[src/rtl/uart_pkg.sv]
`default_nettype none
// ============================================================================
// Module      : uart_pkg
// Description : Shared definitions for the configurable UART transmitter:
//               FSM state codes, parity mode encodings and the parity helper.
// Revision    : 1.0 - initial release
// ============================================================================
package uart_pkg;

    // Parity mode encodings used by the PARITY parameter
    localparam int PARITY_NONE = 0;
    localparam int PARITY_ODD  = 1;
    localparam int PARITY_EVEN = 2;

    // Transmit FSM state codes
    typedef enum logic [2:0] {
        ST_IDLE   = 3'd0,
        ST_START  = 3'd1,
        ST_DATA   = 3'd2,
        ST_PARITY = 3'd3,
        ST_STOP   = 3'd4
    } uart_state_e;

    // Turns the XOR of all data bits into the transmitted parity bit.
    // Odd parity makes the total count of ones (data + parity) odd.
    function automatic logic parity_bit(input logic xor_all, input int mode);
        return (mode == PARITY_ODD) ? ~xor_all : xor_all;
    endfunction

endpackage : uart_pkg
`default_nettype wire

[src/rtl/uart_tx_fifo.sv]
`default_nettype none
// ============================================================================
// Module      : uart_tx_fifo
// Description : Synchronous FIFO with first-word fall-through read data.
//               Pushes into a full FIFO and pops from an empty FIFO are
//               ignored. Asynchronous active-high reset.
// Ports       : clk, rst          - clock, async active-high reset
//               i_push, i_wdata   - write request and data
//               i_pop             - read request (o_rdata is the head word)
//               o_full, o_empty   - storage status
//               o_level           - number of words held (0..DEPTH)
// Revision    : 1.0 - initial release
// ============================================================================
module uart_tx_fifo #(
    parameter int WIDTH = 8,
    parameter int DEPTH = 4
) (
    input  logic                     clk,
    input  logic                     rst,
    input  logic                     i_push,
    input  logic [WIDTH-1:0]         i_wdata,
    input  logic                     i_pop,
    output logic [WIDTH-1:0]         o_rdata,
    output logic                     o_full,
    output logic                     o_empty,
    output logic [$clog2(DEPTH):0]   o_level
);

    localparam int c_aw = $clog2(DEPTH);

    logic [WIDTH-1:0] r_mem [DEPTH];
    logic [c_aw-1:0]  r_wr_ptr;
    logic [c_aw-1:0]  r_rd_ptr;
    logic [c_aw:0]    r_count;
    logic             w_do_push;
    logic             w_do_pop;

    assign o_full    = (r_count == (c_aw+1)'(DEPTH));
    assign o_empty   = (r_count == '0);
    assign o_level   = r_count;
    assign o_rdata   = r_mem[r_rd_ptr];
    assign w_do_push = i_push & ~o_full;
    assign w_do_pop  = i_pop  & ~o_empty;

    // Storage array carries no reset; only the pointers define validity.
    always_ff @(posedge clk) begin
        if (w_do_push) begin
            r_mem[r_wr_ptr] <= i_wdata;
        end
    end

    // DEPTH is a power of two, so the pointers wrap naturally.
    always_ff @(posedge clk or posedge rst) begin
        if (rst) begin
            r_wr_ptr <= '0;
            r_rd_ptr <= '0;
            r_count  <= '0;
        end else begin
            if (w_do_push) begin
                r_wr_ptr <= r_wr_ptr + 1'b1;
            end
            if (w_do_pop) begin
                r_rd_ptr <= r_rd_ptr + 1'b1;
            end
            case ({w_do_push, w_do_pop})
                2'b10:   r_count <= r_count + 1'b1;
                2'b01:   r_count <= r_count - 1'b1;
                default: r_count <= r_count;
            endcase
        end
    end

endmodule : uart_tx_fifo
`default_nettype wire

[src/rtl/uart_tx_cfg.sv]
`default_nettype none
// ============================================================================
// Module      : uart_tx_cfg
// Description : Parametrised UART transmitter (data width, parity, stop bits).
//               Words enter through a valid/ready handshake into buffered
//               storage so consecutive frames leave with no idle gap.
//               Build option UART_TX_FIFO_EN: storage is a FIFO_DEPTH-entry
//               FIFO; otherwise a single holding register.
// Ports       : clk        - system clock
//               rst        - asynchronous active-high reset
//               data       - word to transmit (DATA_BITS wide, LSB first)
//               data_valid - data valid this cycle
//               data_ready - storage can accept a word
//               busy       - frame in progress or storage non-empty
//               level      - words held in storage
//               serial     - registered TX line, idle high
// Revision    : 1.0 - initial release
// ============================================================================
module uart_tx_cfg
    import uart_pkg::*;
#(
    parameter int DATA_BITS   = 8,
    parameter int PARITY      = 0,
    parameter int STOP_BITS   = 1,
    parameter int CLK_PER_BIT = 8,
    parameter int FIFO_DEPTH  = 4
) (
    input  logic                          clk,
    input  logic                          rst,
    input  logic [DATA_BITS-1:0]          data,
    input  logic                          data_valid,
    output logic                          data_ready,
    output logic                          busy,
    output logic [$clog2(FIFO_DEPTH):0]   level,
    output logic                          serial
);

    localparam int              c_tw         = $clog2(CLK_PER_BIT);
    localparam int              c_lw         = $clog2(FIFO_DEPTH) + 1;
    localparam logic [c_tw-1:0] c_timer_max  = c_tw'(CLK_PER_BIT - 1);
    localparam logic [3:0]      c_last_data  = 4'(DATA_BITS - 1);
    localparam logic [3:0]      c_last_stop  = 4'(STOP_BITS - 1);

    // ------------------------------------------------------------------
    // Elaboration-time parameter checks
    // ------------------------------------------------------------------
    if (DATA_BITS < 5 || DATA_BITS > 9) begin : g_chk_data_bits
        $error("uart_tx_cfg: DATA_BITS must be 5..9");
    end
    if (PARITY < PARITY_NONE || PARITY > PARITY_EVEN) begin : g_chk_parity
        $error("uart_tx_cfg: PARITY must be 0, 1 or 2");
    end
    if (STOP_BITS < 1 || STOP_BITS > 2) begin : g_chk_stop_bits
        $error("uart_tx_cfg: STOP_BITS must be 1..2");
    end
    if (CLK_PER_BIT < 2) begin : g_chk_clk_per_bit
        $error("uart_tx_cfg: CLK_PER_BIT must be >= 2");
    end

    // ------------------------------------------------------------------
    // Input storage
    // ------------------------------------------------------------------
    logic [DATA_BITS-1:0] w_pop_data;
    logic                 w_full;
    logic                 w_empty;
    logic                 w_push;
    logic                 w_pop;

    // Ready is a pure function of fullness: a same-cycle pop never frees
    // room for the incoming word.
    assign data_ready = ~rst & ~w_full;
    assign w_push     = data_valid & data_ready;

`ifdef UART_TX_FIFO_EN
    if (FIFO_DEPTH < 2 || (FIFO_DEPTH & (FIFO_DEPTH - 1)) != 0) begin : g_chk_fifo_depth
        $error("uart_tx_cfg: FIFO_DEPTH must be a power of 2 and >= 2");
    end

    uart_tx_fifo #(
        .WIDTH (DATA_BITS),
        .DEPTH (FIFO_DEPTH)
    ) u_fifo (
        .clk     (clk),
        .rst     (rst),
        .i_push  (w_push),
        .i_wdata (data),
        .i_pop   (w_pop),
        .o_rdata (w_pop_data),
        .o_full  (w_full),
        .o_empty (w_empty),
        .o_level (level)
    );
`else
    logic [DATA_BITS-1:0] r_hold;
    logic                 r_hold_valid;

    // Holding register: push only when empty, pop only when full, so the
    // two never coincide.
    always_ff @(posedge clk or posedge rst) begin
        if (rst) begin
            r_hold       <= '0;
            r_hold_valid <= 1'b0;
        end else begin
            if (w_pop) begin
                r_hold_valid <= 1'b0;
            end
            if (w_push) begin
                r_hold       <= data;
                r_hold_valid <= 1'b1;
            end
        end
    end

    assign w_pop_data = r_hold;
    assign w_full     = r_hold_valid;
    assign w_empty    = ~r_hold_valid;
    assign level      = c_lw'(r_hold_valid);
`endif

    // ------------------------------------------------------------------
    // Transmit FSM
    // ------------------------------------------------------------------
    uart_state_e          r_state;
    uart_state_e          w_state_next;
    logic [c_tw-1:0]      r_timer;
    logic [c_tw-1:0]      w_timer_next;
    logic [3:0]           r_idx;
    logic [3:0]           w_idx_next;
    logic [DATA_BITS-1:0] r_shift;
    logic [DATA_BITS-1:0] w_shift_next;
    logic                 r_parity;
    logic                 w_parity_next;
    logic                 r_serial;
    logic                 w_serial_next;
    logic                 w_bit_end;
    logic                 w_load;

    assign w_bit_end = (r_timer == c_timer_max);
    assign busy      = (r_state != ST_IDLE) | ~w_empty;
    assign serial    = r_serial;

    always_comb begin
        w_state_next  = r_state;
        w_timer_next  = r_timer;
        w_idx_next    = r_idx;
        w_shift_next  = r_shift;
        w_parity_next = r_parity;
        w_serial_next = r_serial;
        w_load        = 1'b0;
        w_pop         = 1'b0;

        if (r_state != ST_IDLE) begin
            w_timer_next = w_bit_end ? '0 : r_timer + 1'b1;
        end

        case (r_state)
            ST_IDLE: begin
                w_serial_next = 1'b1;
                w_timer_next  = '0;
                w_load        = ~w_empty;
            end
            ST_START: begin
                if (w_bit_end) begin
                    w_state_next  = ST_DATA;
                    w_idx_next    = '0;
                    w_serial_next = r_shift[0];
                    w_shift_next  = r_shift >> 1;
                end
            end
            ST_DATA: begin
                if (w_bit_end) begin
                    if (r_idx == c_last_data) begin
                        w_idx_next = '0;
                        if (PARITY != PARITY_NONE) begin
                            w_state_next  = ST_PARITY;
                            w_serial_next = r_parity;
                        end else begin
                            w_state_next  = ST_STOP;
                            w_serial_next = 1'b1;
                        end
                    end else begin
                        w_idx_next    = r_idx + 4'd1;
                        w_serial_next = r_shift[0];
                        w_shift_next  = r_shift >> 1;
                    end
                end
            end
            ST_PARITY: begin
                if (w_bit_end) begin
                    w_state_next  = ST_STOP;
                    w_idx_next    = '0;
                    w_serial_next = 1'b1;
                end
            end
            ST_STOP: begin
                w_serial_next = 1'b1;
                if (w_bit_end) begin
                    if (r_idx == c_last_stop) begin
                        // Chain straight into the next start bit when a word
                        // is waiting, otherwise fall back to idle.
                        if (!w_empty) begin
                            w_load = 1'b1;
                        end else begin
                            w_state_next = ST_IDLE;
                        end
                    end else begin
                        w_idx_next = r_idx + 4'd1;
                    end
                end
            end
            default: begin
                w_state_next  = ST_IDLE;
                w_serial_next = 1'b1;
                w_timer_next  = '0;
            end
        endcase

        // Pop the next word: parity is fixed at load time from the full word.
        if (w_load) begin
            w_pop         = 1'b1;
            w_state_next  = ST_START;
            w_shift_next  = w_pop_data;
            w_parity_next = parity_bit(^w_pop_data, PARITY);
            w_serial_next = 1'b0;
            w_timer_next  = '0;
            w_idx_next    = '0;
        end
    end

    always_ff @(posedge clk or posedge rst) begin
        if (rst) begin
            r_state <= ST_IDLE;
        end else begin
            r_state <= w_state_next;
        end
    end

    always_ff @(posedge clk or posedge rst) begin
        if (rst) begin
            r_timer  <= '0;
            r_idx    <= '0;
            r_shift  <= '0;
            r_parity <= 1'b0;
            r_serial <= 1'b1;
        end else begin
            r_timer  <= w_timer_next;
            r_idx    <= w_idx_next;
            r_shift  <= w_shift_next;
            r_parity <= w_parity_next;
            r_serial <= w_serial_next;
        end
    end

endmodule : uart_tx_cfg
`default_nettype wire

[config.mk]
export PLATFORM = sky130hd
export DESIGN_NAME = uart_tx_cfg
export DESIGN_NICKNAME = d
export VERILOG_FILES = /design/src/rtl/uart_pkg.sv /design/src/rtl/uart_tx_fifo.sv /design/src/rtl/uart_tx_cfg.sv
export SDC_FILE = /design/constraint.sdc
export NUM_CORES = 1
export LEC_CHECK = 0
export BUFFER_PORTS_ARGS = -buffer_cell sky130_fd_sc_hd__buf_2
export CORE_MARGIN = 2
export CORE_UTILIZATION = 60
export CTS_CLUSTER_DIAMETER = 50
export DETAILED_ROUTE_END_ITERATION = 16
export PLACE_DENSITY = 0.82
export SLEW_MARGIN = 20
export SYNTH_ARGS = -nofsm -noshare
export SYNTH_HDL_FRONTEND = slang
export SYNTH_SLANG_ARGS = --single-unit
[constraint.sdc]
create_clock -name clk -period 2.7 [get_ports clk]
set_input_delay 0.81 -clock clk [delete_from_list [all_inputs] [get_ports clk]]
set_output_delay 0.81 -clock clk [all_outputs]
set_load 0.03 [all_outputs]
==> results.json <==
{
  "status": "finished clean",
  "fp-row-count": 18,
  "vias_per_cell": 5.739,
  "dpl-instance-area_um2": 1550,
  "syn_to_final_growth_pct": 7.018,
  "r2r_start": "r_timer[0]$_DFFE_PP0P_",
  "clkTransAtPathRegs_ns": 0.15,
  "clk_latency_ns": 0.32,
  "cp_cell_sequence": "or2_1, or3_1, buf_2",
  "final_cell_mix": "27 x dfrtp_1, 14 x buf_2, 13 x nor2_1, 9 x nand2_1, 8 x a21oi_1",
  "finalCritPeriodShare_pct": 93.06,
  "synthFlopType": "dfrtp_1",
  "power_leakage_nw": 0.7513,
  "post_cts_buffers": 0,
  "syn_inst": 144,
  "netlist_area_um2": 1498,
  "grt_overflow": 0,
  "ant_nets": 0,
  "power_mw": 1.693,
  "drv_slew": 0,
  "synth_warnings": 0,
  "path_max_fanout": 10,
  "fin_setup_tns_ns": 0,
  "setup_violations": 0,
  "peakVddDrop_mv": 0.6610,
  "wl_um": 2452,
  "antenna_found_initial": 0,
  "clockRootBuffer": "clkbuf_4",
  "drc": 0,
  "power_density_nw_per_um2": 1056,
  "drtIter0Drc": 26,
  "pin_count": 17,
  "cp.required_ns": 1.89,
  "track_usage_pct": 19.92,
  "stdcell_area_um2": 1603,
  "grt_pass1_wl_um": 4284,
  "clock-skew-final_ns": 0.002770,
  "grt_pass1_vias": 971,
  "yosys-top-cells-area": "dfrtp_1 45%, mux2_1 5.3%, mux2i_1 4.7%",
  "synth_edf_count": 0,
  "wl_per_cell_um": 13.33,
  "yosysUniqueCellTypes": 44,
  "crit_arrival_ns": 1.70,
  "clockBufferDepth": 2,
  "layout-drive-gt1-share_pct": 15.58,
  "dp_cells": 180,
  "fill_cells": 189,
  "dr.pass1.iters": 4,
  "cap_violations": 0,
  "met2_length_um": 1146,
  "ys_seq_area_share_pct": 46.87,
  "synth_top_area_share_pct": 45.11,
  "top_layer": "met4",
  "syn_area_per_cell_um2": 10.40,
  "cts_tree": "built",
  "fin_crit_ns": 2.513,
  "hold_buffers": 0,
  "layout.cells.non_filler": 184,
  "criticalPathCategory": "register to output pin",
  "startpoint_type": "register",
  "cts_num_sinks": 28,
  "async_flop_share_pct": 100.0,
  "cts_resized": 0,
  "cp-startpoint": "r_state[0]$_DFFE_PP0P_",
  "wl_met1_um": 1208,
  "start_util_pct": 62.15,
  "final_common_cell": "dfrtp_1",
  "fmax_ghz": 0.3980,
  "core_um2": 2410,
  "final_nets": 170,
  "fin_util_pct": 66.51,
  "io_buffers": 14,
  "grt_max_degree": 24,
  "finalWeightedCongestion": 0.8154,
  "die_area_um2": 2912,
  "ys_ff_latch": 28,
  "place_hpwl_um": 1823,
  "crit_path_max_incr_delay_ns": 0.49,
  "hold_start": "r_timer[0]$_DFFE_PP0P_",
  "wl_met3_um": 87,
  "rsz0062_at_grt": "no",
  "cts_buffers": 3,
  "synth_top_area_cell": "dfrtp_1",
  "die_h_um": 53.96,
  "vias": 1056,
  "hold_class": "register to register",
  "cp_slowest_cell": "dfrtp_1",
  "num_antenna_cells": 0,
  "cp-end-kind": "output pin",
  "htreeDepth": 1,
  "die_w_um": 53.96,
  "finalHoldViolCount": 0
}
## cell usage after synthesis, types with 2 or more instances
library cell  count
dfrtp_1          27
nor2_1           13
nand2_1           9
a21oi_1           8
mux2_1            7
mux2i_1           7
o211ai_1          6
buf_2             5
inv_1             5
ha_1              4
o21ai_0           4
and3_1            3
buf_4             3
nand2b_1          3
o21ai_1           3
buf_6             2
nand3_1           2
nand4b_1          2
nor2b_1           2
nor4bb_1          2
o2bb2ai_1         2
o31ai_1           2
or3_1             2
## through the flow
stage | hold slack [ns] | setup WS, ns
floorplan | 0.4156 | 0.6124
global placement | 0.4234 | 0.6006
detailed placement | 0.4332 | 0.5749
CTS | 0.4547 | 0.1825
global route | 0.4875 | 0.1043
finish | 0.4525 | 0.1875
## final timing paths
check                      depth (start not counted)                      to  slack, ns
min in group asynchronous                          2   r_hold[0]$_DFFE_PP0P_       0.48
hold reg to reg                                    1  r_timer[0]$_DFFE_PP0P_       0.45
setup reg to reg                                   7    r_idx[3]$_DFFE_PP0P_       0.73
max in group asynchronous                          3   r_hold[3]$_DFFE_PP0P_       1.64
hold / removal                                     1  r_timer[0]$_DFFE_PP0P_       0.45
setup / recovery                                   3                    busy       0.19
## critical path, delay by kind of cell, from the launching register on
kind / cells / cell delay (ns)
buffers and inverters: 1 / 0.19
DFF: 1 / 0.49
and+or+nand+nor: 2 / 0.72
## cell type report
type                    count  area [um2]  area share [%]
repair buffers             16       85.08           5.308
multi-input cells         100       703.2           43.87
flip-flops and latches     28       701.9           43.79
clock inverters             1       30.03           1.874
clock buffers               3       22.52           1.405
well taps                  30       37.54           2.342
inverters                   6       22.52           1.405
## cells by family after synthesis
logic type               synth area share [%]
AO/OA/AOI/OAI                           15.29
multiplexers                            9.942
adder cells (fa/ha/maj)                 3.342
flip-flops                              46.87
AND/OR/NAND/NOR                         17.29
buffers and inverters                   6.432
other                                  0.2504
XOR/XNOR                               0.5849
## routing by layer
metal / up-vias / GRT usage, %
met4: 0 / 3.846
met5: - / 0
met2: 18 / 29.07
met3: 2 / 3.333
met1: 505 / 31.00
li1: 531 / -
## power by group
group / internal, mW / switching [mW] / leakage, nW / total (mW)
Sequential: 0.622 / 0.161 / 0.334 / 0.784
Clock: 0.150 / 0.121 / 0.0279 / 0.271
Combinational: 0.287 / 0.351 / 0.390 / 0.638
Total: 1.06 / 0.634 / 0.751 / 1.69
## registers in the layout (all words and copies together), names as in the netlist
register      count
r_shift           8
r_hold_valid      1
r_hold            8
r_idx             4
r_timer           3
serial            1
r_state           3
(Power assumes the default switching activity.)
